===== src/rtl/pipe_arbiter_if.sv =====
// pipe_arbiter_if -- request/response bus of the pipelined round-robin arbiter.
//   master modport : requester/consumer side (drives enable, mask, requests).
//   slave  modport : arbiter side (drives grant, response, status).
//   io_en          : arbiter enable (0 blocks new grants, pipe still drains)
//   io_mask[3:0]   : per-requester enable
//   io_req_valid   : per-requester request, io_req_bits 8 bits per requester
//   io_req_ready   : one-hot grant (combinational)
//   io_resp_*      : one-hot response valid, payload and owning tag
//   io_busy        : either pipe stage occupied
//   io_issue_count : grants since reset, wrapping
interface pipe_arbiter_if;
  logic        io_en;
  logic [3:0]  io_mask;
  logic [3:0]  io_req_valid;
  logic [31:0] io_req_bits;
  logic [3:0]  io_req_ready;
  logic [3:0]  io_resp_valid;
  logic [7:0]  io_resp_bits;
  logic [1:0]  io_resp_tag;
  logic        io_busy;
  logic [7:0]  io_issue_count;

  modport master (
    output io_en, io_mask, io_req_valid, io_req_bits,
    input  io_req_ready, io_resp_valid, io_resp_bits, io_resp_tag,
           io_busy, io_issue_count
  );

  modport slave (
    input  io_en, io_mask, io_req_valid, io_req_bits,
    output io_req_ready, io_resp_valid, io_resp_bits, io_resp_tag,
           io_busy, io_issue_count
  );
endinterface


===== src/rtl/pipe_arbiter.sv =====
// pipe_arbiter -- 4-way round-robin arbiter feeding a fixed 2-stage pipe.
//   clk   : clock, rising edge
//   reset : asynchronous active-low reset
//   bus   : pipe_arbiter_if.slave (requests in, grant/response/status out)
// A grant in cycle N appears as a one-hot response in cycle N+2.
module pipe_arbiter (
  input  logic           clk,
  input  logic           reset,
  pipe_arbiter_if.slave  bus
);

  logic [3:0] w_elig;
  logic [3:0] w_grant;
  logic [1:0] w_gnt_idx;
  logic [1:0] w_idx;
  logic       w_any;
  logic [7:0] w_gnt_data;

  logic [1:0] r_rr_ptr;
  logic       r_s1_v;
  logic [7:0] r_s1_data;
  logic [1:0] r_s1_tag;
  logic       r_s2_v;
  logic [7:0] r_s2_data;
  logic [1:0] r_s2_tag;
  logic [7:0] r_issue_cnt;

  // Reset gating keeps the combinational grant at zero while reset is held.
  assign w_elig = bus.io_req_valid & bus.io_mask & {4{bus.io_en & reset}};

  always_comb begin
    w_grant   = '0;
    w_gnt_idx = '0;
    w_idx     = '0;
    w_any     = 1'b0;
    for (int unsigned k = 0; k < 4; k++) begin
      w_idx = r_rr_ptr + k[1:0];
      if (!w_any && w_elig[w_idx]) begin
        w_any     = 1'b1;
        w_gnt_idx = w_idx;
      end
    end
    if (w_any) w_grant = 4'(4'b0001 << w_gnt_idx);
  end

  assign w_gnt_data = bus.io_req_bits[{w_gnt_idx, 3'b000} +: 8];

  always_ff @(posedge clk or negedge reset) begin
    if (!reset) begin
      r_rr_ptr    <= '0;
      r_s1_v      <= 1'b0;
      r_s1_data   <= '0;
      r_s1_tag    <= '0;
      r_s2_v      <= 1'b0;
      r_s2_data   <= '0;
      r_s2_tag    <= '0;
      r_issue_cnt <= '0;
    end else begin
      r_s1_v <= w_any;
      if (w_any) begin
        r_rr_ptr    <= w_gnt_idx + 2'd1;
        r_s1_data   <= w_gnt_data;
        r_s1_tag    <= w_gnt_idx;
        r_issue_cnt <= r_issue_cnt + 8'd1;
      end
      r_s2_v <= r_s1_v;
      if (r_s1_v) begin
        r_s2_data <= r_s1_data;
        r_s2_tag  <= r_s1_tag;
      end
    end
  end

  assign bus.io_req_ready   = w_grant;
  assign bus.io_resp_valid  = r_s2_v ? 4'(4'b0001 << r_s2_tag) : '0;
  assign bus.io_resp_bits   = r_s2_data;
  assign bus.io_resp_tag    = r_s2_tag;
  assign bus.io_busy        = r_s1_v | r_s2_v;
  assign bus.io_issue_count = r_issue_cnt;

endmodule


===== src/flat_wrapper.sv =====
// flat-port wrapper written by rule: the top's interface ports become plain ports
module pipe_arbiter_flat 
  (clk, reset, bus_io_en, bus_io_mask, bus_io_req_valid, bus_io_req_bits, bus_io_req_ready, bus_io_resp_valid, bus_io_resp_bits, bus_io_resp_tag, bus_io_busy, bus_io_issue_count);
  pipe_arbiter_if bus_i ();
  input  logic clk;
  input  logic reset;
  input wire logic [$bits(bus_i.io_en)-1:0] bus_io_en;
  input wire logic [$bits(bus_i.io_mask)-1:0] bus_io_mask;
  input wire logic [$bits(bus_i.io_req_valid)-1:0] bus_io_req_valid;
  input wire logic [$bits(bus_i.io_req_bits)-1:0] bus_io_req_bits;
  output wire logic [$bits(bus_i.io_req_ready)-1:0] bus_io_req_ready;
  output wire logic [$bits(bus_i.io_resp_valid)-1:0] bus_io_resp_valid;
  output wire logic [$bits(bus_i.io_resp_bits)-1:0] bus_io_resp_bits;
  output wire logic [$bits(bus_i.io_resp_tag)-1:0] bus_io_resp_tag;
  output wire logic [$bits(bus_i.io_busy)-1:0] bus_io_busy;
  output wire logic [$bits(bus_i.io_issue_count)-1:0] bus_io_issue_count;
  assign bus_i.io_en = bus_io_en;
  assign bus_i.io_mask = bus_io_mask;
  assign bus_i.io_req_valid = bus_io_req_valid;
  assign bus_i.io_req_bits = bus_io_req_bits;
  assign bus_io_req_ready = bus_i.io_req_ready;
  assign bus_io_resp_valid = bus_i.io_resp_valid;
  assign bus_io_resp_bits = bus_i.io_resp_bits;
  assign bus_io_resp_tag = bus_i.io_resp_tag;
  assign bus_io_busy = bus_i.io_busy;
  assign bus_io_issue_count = bus_i.io_issue_count;
  pipe_arbiter u_core (.clk(clk), .reset(reset), .bus(bus_i));
endmodule

===== config.mk =====
export PLATFORM = sky130hd
export DESIGN_NAME = pipe_arbiter_flat
export DESIGN_NICKNAME = d
export VERILOG_FILES = /design/src/rtl/pipe_arbiter_if.sv /design/src/rtl/pipe_arbiter.sv /design/src/flat_wrapper.sv
export SDC_FILE = /design/constraint.sdc
export NUM_CORES = 1
export LEC_CHECK = 0
export ABC_AREA = 0
export CORE_ASPECT_RATIO = 0.75
export CORE_UTILIZATION = 35
export DETAILED_ROUTE_END_ITERATION = 16
export PLACE_DENSITY_LB_ADDON = 0.25
export SETUP_SLACK_MARGIN = 0.3
export SLEW_MARGIN = 10
export SYNTH_ARGS = -nofsm -noshare
export SYNTH_HDL_FRONTEND = slang
export SYNTH_SLANG_ARGS = --single-unit

===== constraint.sdc =====
create_clock -name clk -period 2.6 [get_ports clk]
set_clock_uncertainty 0.1 [all_clocks]
set_input_delay 0.26 -clock clk [delete_from_list [all_inputs] [get_ports clk]]
set_output_delay 0.26 -clock clk [all_outputs]
set_load 0.02 [all_outputs]

==> results.txt <==
nets: 263
Yosys reg bits: 32
Worst Setup End Kind: primary output
type of origin of the critical path: input pin
most common cell after layout, fill and taps aside: clkdlybuf4s50_1
# rows: 20
1st-pass router iterations: 4
Period minus WS final: 2.24 ns
Yosys cell types: 34
largest net degree at the start of global routing: 33
CP Data Required Time: 2.24 ns
Detailed Route WL: 4130 um
fin. max-slew vios: 0
Post-CTS Hold Fix Bufs: 0
part of the power in registers: 0.421
Peak Freq: 0.446 GHz
Final Cell Area: 2510 um2
switch share: 0.329
Layout area overhead: 57.5%
maxcap violations: 0
clock tree buffer depth: 2
number of global-route vias before repair: 1,469
total number of vias: 1,408
Max H-tree Level: 2
worst min-delay path class: input pin to asynchronous set/reset pin
clk sink count: 32
Finished Core Util: 0.597
via density per instance: 5.12
crit path DAT: 1.88 ns
most frequent cells in the layout: clkdlybuf4s50_1 (61), dfrtp_1 (31), nand2_1 (14), mux2i_1 (14)
maximum vdd drop: 396 uV
TritonCTS clock tree: done
Pleak: 0.00116 uW
Power Internal: 1220 uW
DP Area: 2380 um2
mapped cell area: 1590 um2
PD cells: 726 nW/um2
Finish-stage setup viols: 0
unrepaired setup endpoints after global routing: yes
sequential area share after synthesis: 0.502
worst slack, placed: -0.113 ns
drt drc: 0
layout cells sized above 1: 0.186
CP max FO: 5
GR Util met1: 0.248
Combinational Power Share: 0.366
Starting Density: 0.379
met3 Use GR: 0.0586
Inserted Clock Buffers: 5
GP Congestion: 0.765
P_sw: 600 uW
final hold vios: 0
diode count: 0
CP Class: input pin to primary output
yosys warns: 0
DRT antenna net count: 0
Slew @ Worst Pin: 0.404 ns
top cells by area, synth: dfrtp_1 (50%), mux2_2 (9.2%), mux2i_1 (8.8%), a221oi_1 (3.8%), nand2_1 (3.3%)
initial antenna violation count: 0
GR Util met2: 0.308
die width: 79.9 um
CTS root buffer: clkbuf_8
Clock power frac: 0.214
cell count after synthesis: 139
setup ws final: 0.359 ns
aggregate global routing overflow: 0
status: finished, final reports clean
Routed wire per std cell: 15.0 um
area share of the largest cell type after synthesis: 0.502
first-pass GRT wire length: 6970 um
Die ar.: 4830 um2
Die Ht: 60.4 um
Max-slew headroom: 0.731
gr usage total: 0.193
Tcrit/Tclk final: 0.862
# port buffers: 69
First DRT Iteration DRCs: 76
GR peak layer: met2
Synth area leader: dfrtp_1
Avg Inst Size Synth: 11.5 um2
clk slew on worst S/H paths: 0.07 ns
Core ar.: 4200 um2
syn nets: 183
Clock Latency Late Sink: 0.28 ns
I/O pin count: 70
DP HPWL: 3140 um
-- layout make-up --
class	instances	area, um2
Clock inverter	2	10.0
Fill cell	339	1690
Multi-Input combinational cell	99	774
Inverter	2	7.51
Sequential cell	32	802
Clock buffer	6	82.6
Tap cell	55	68.8
Timing Repair Buffer	79	766
-- power by group through the flow --
stage | clock network (uW) | logic (uW) | registers, uW
2_1_floorplan | 0 | 221 | 852
3_3_place_gp | 0 | 647 | 757
3_5_place_dp | 0 | 660 | 767
4_1_cts | 398 | 672 | 763
5_1_grt | 424 | 721 | 788
6_report | 390 | 667 | 767
-- state kept, by name, indices dropped and copies added (netlist names) --
signal and count:
u_core.r_s2_v 1, u_core.r_s1_tag 2, u_core.bus.io_issue_count 8, u_core.r_rr_ptr 2
u_core.bus.io_resp_tag 2, u_core.bus.io_resp_bits 8, u_core.r_s1_data 8, u_core.r_s1_v 1
-- through the flow --
step                      hold slack [ns]  instances  power, uW  setup TNS, ns
after floorplan                    -0.136        139       1070              0
after global placement              0.292        266       1400              0
after detailed placement            0.311        266       1430         -0.336
after CTS                         0.00668        275       1830              0
after global routing               0.0312        275       1930              0
final                             0.00645        275       1820              0
-- critical path, cell delays in order --
cell,delay [ns]
clkdlybuf4s50_1,0.47
nand4_1,0.19
mux2_4,0.33
o22ai_4,0.20
and2_4,0.18
clkdlybuf4s15_2,0.25
-- worst paths after layout --
kind / cells after the start / start / slack (ns) / end
worst min register to register: 1 / u_core.bus.io_issue_count[7] / 0.37 / u_core.bus.io_issue_count[7]
worst min-delay path: 2 / reset / 0.006 / u_core.bus.io_resp_bits[7]
min in group clk: 1 / u_core.bus.io_issue_count[7] / 0.37 / u_core.bus.io_issue_count[7]
worst max-delay path: 6 / bus_io_mask[2] / 0.36 / bus_io_req_ready[2]
max in group asynchronous: 2 / reset / 2.07 / u_core.r_rr_ptr[1]
worst max register to register: 5 / u_core.r_rr_ptr[1] / 0.54 / u_core.r_s1_data[7]
-- per-layer routing --
metal	share of wire	vias to the layer above
met4	0.016	0
met2	0.45	69
met1	0.46	661
li1	-	670
met5	0	-
met3	0.071	8
-- cell families (layout without fill, tap and decap cells) --
group | Yosys count | after routing | share of synthesized area
simple gates | 41 | 41 | 0.124
flops | 32 | 32 | 0.502
mux | 28 | 28 | 0.187
compound gates | 22 | 22 | 0.115
buf+inv | 8 | 89 | 0.0259
xor+xnor | 7 | 7 | 0.0385
fa+ha+maj | 1 | 1 | 0.00785
-- cells in the mapped netlist --
| cell type | number |
|---|---|
| xor2_1 | 2 |
| and3b_1 | 1 |
| nor2_1 | 12 |
| a22oi_1 | 1 |
| mux2_2 | 13 |
| and4_1 | 1 |
| buf_4 | 1 |
| a211o_1 | 1 |
| a41o_1 | 1 |
| nand2_1 | 14 |
| nand4_1 | 6 |
| mux2_1 | 1 |
| o21a_1 | 3 |
| o22a_1 | 1 |
| o21ai_0 | 2 |
| inv_1 | 2 |
| a221o_1 | 1 |
| buf_6 | 1 |
| xnor2_1 | 5 |
| dfrtp_1 | 32 |
| a21oi_1 | 1 |
| nor3b_1 | 1 |
| or2_2 | 1 |
| buf_1 | 1 |
| and2_1 | 3 |
| ha_1 | 1 |
| o22ai_2 | 1 |
| a21o_1 | 1 |
| mux2i_1 | 14 |
| and3_1 | 2 |
| a32o_1 | 1 |
| a221oi_1 | 7 |
| clkbuf_1 | 3 |
| a41oi_1 | 1 |
-- what timing repair did --
item,in CTS,in global routing
pin swaps,3,4
endpoints found under the setup margin,5,5
gates cloned,0,0
buffers inserted,1,0
resized for setup,14,9
No activity file was read; power rests on OpenSTA's default activity.
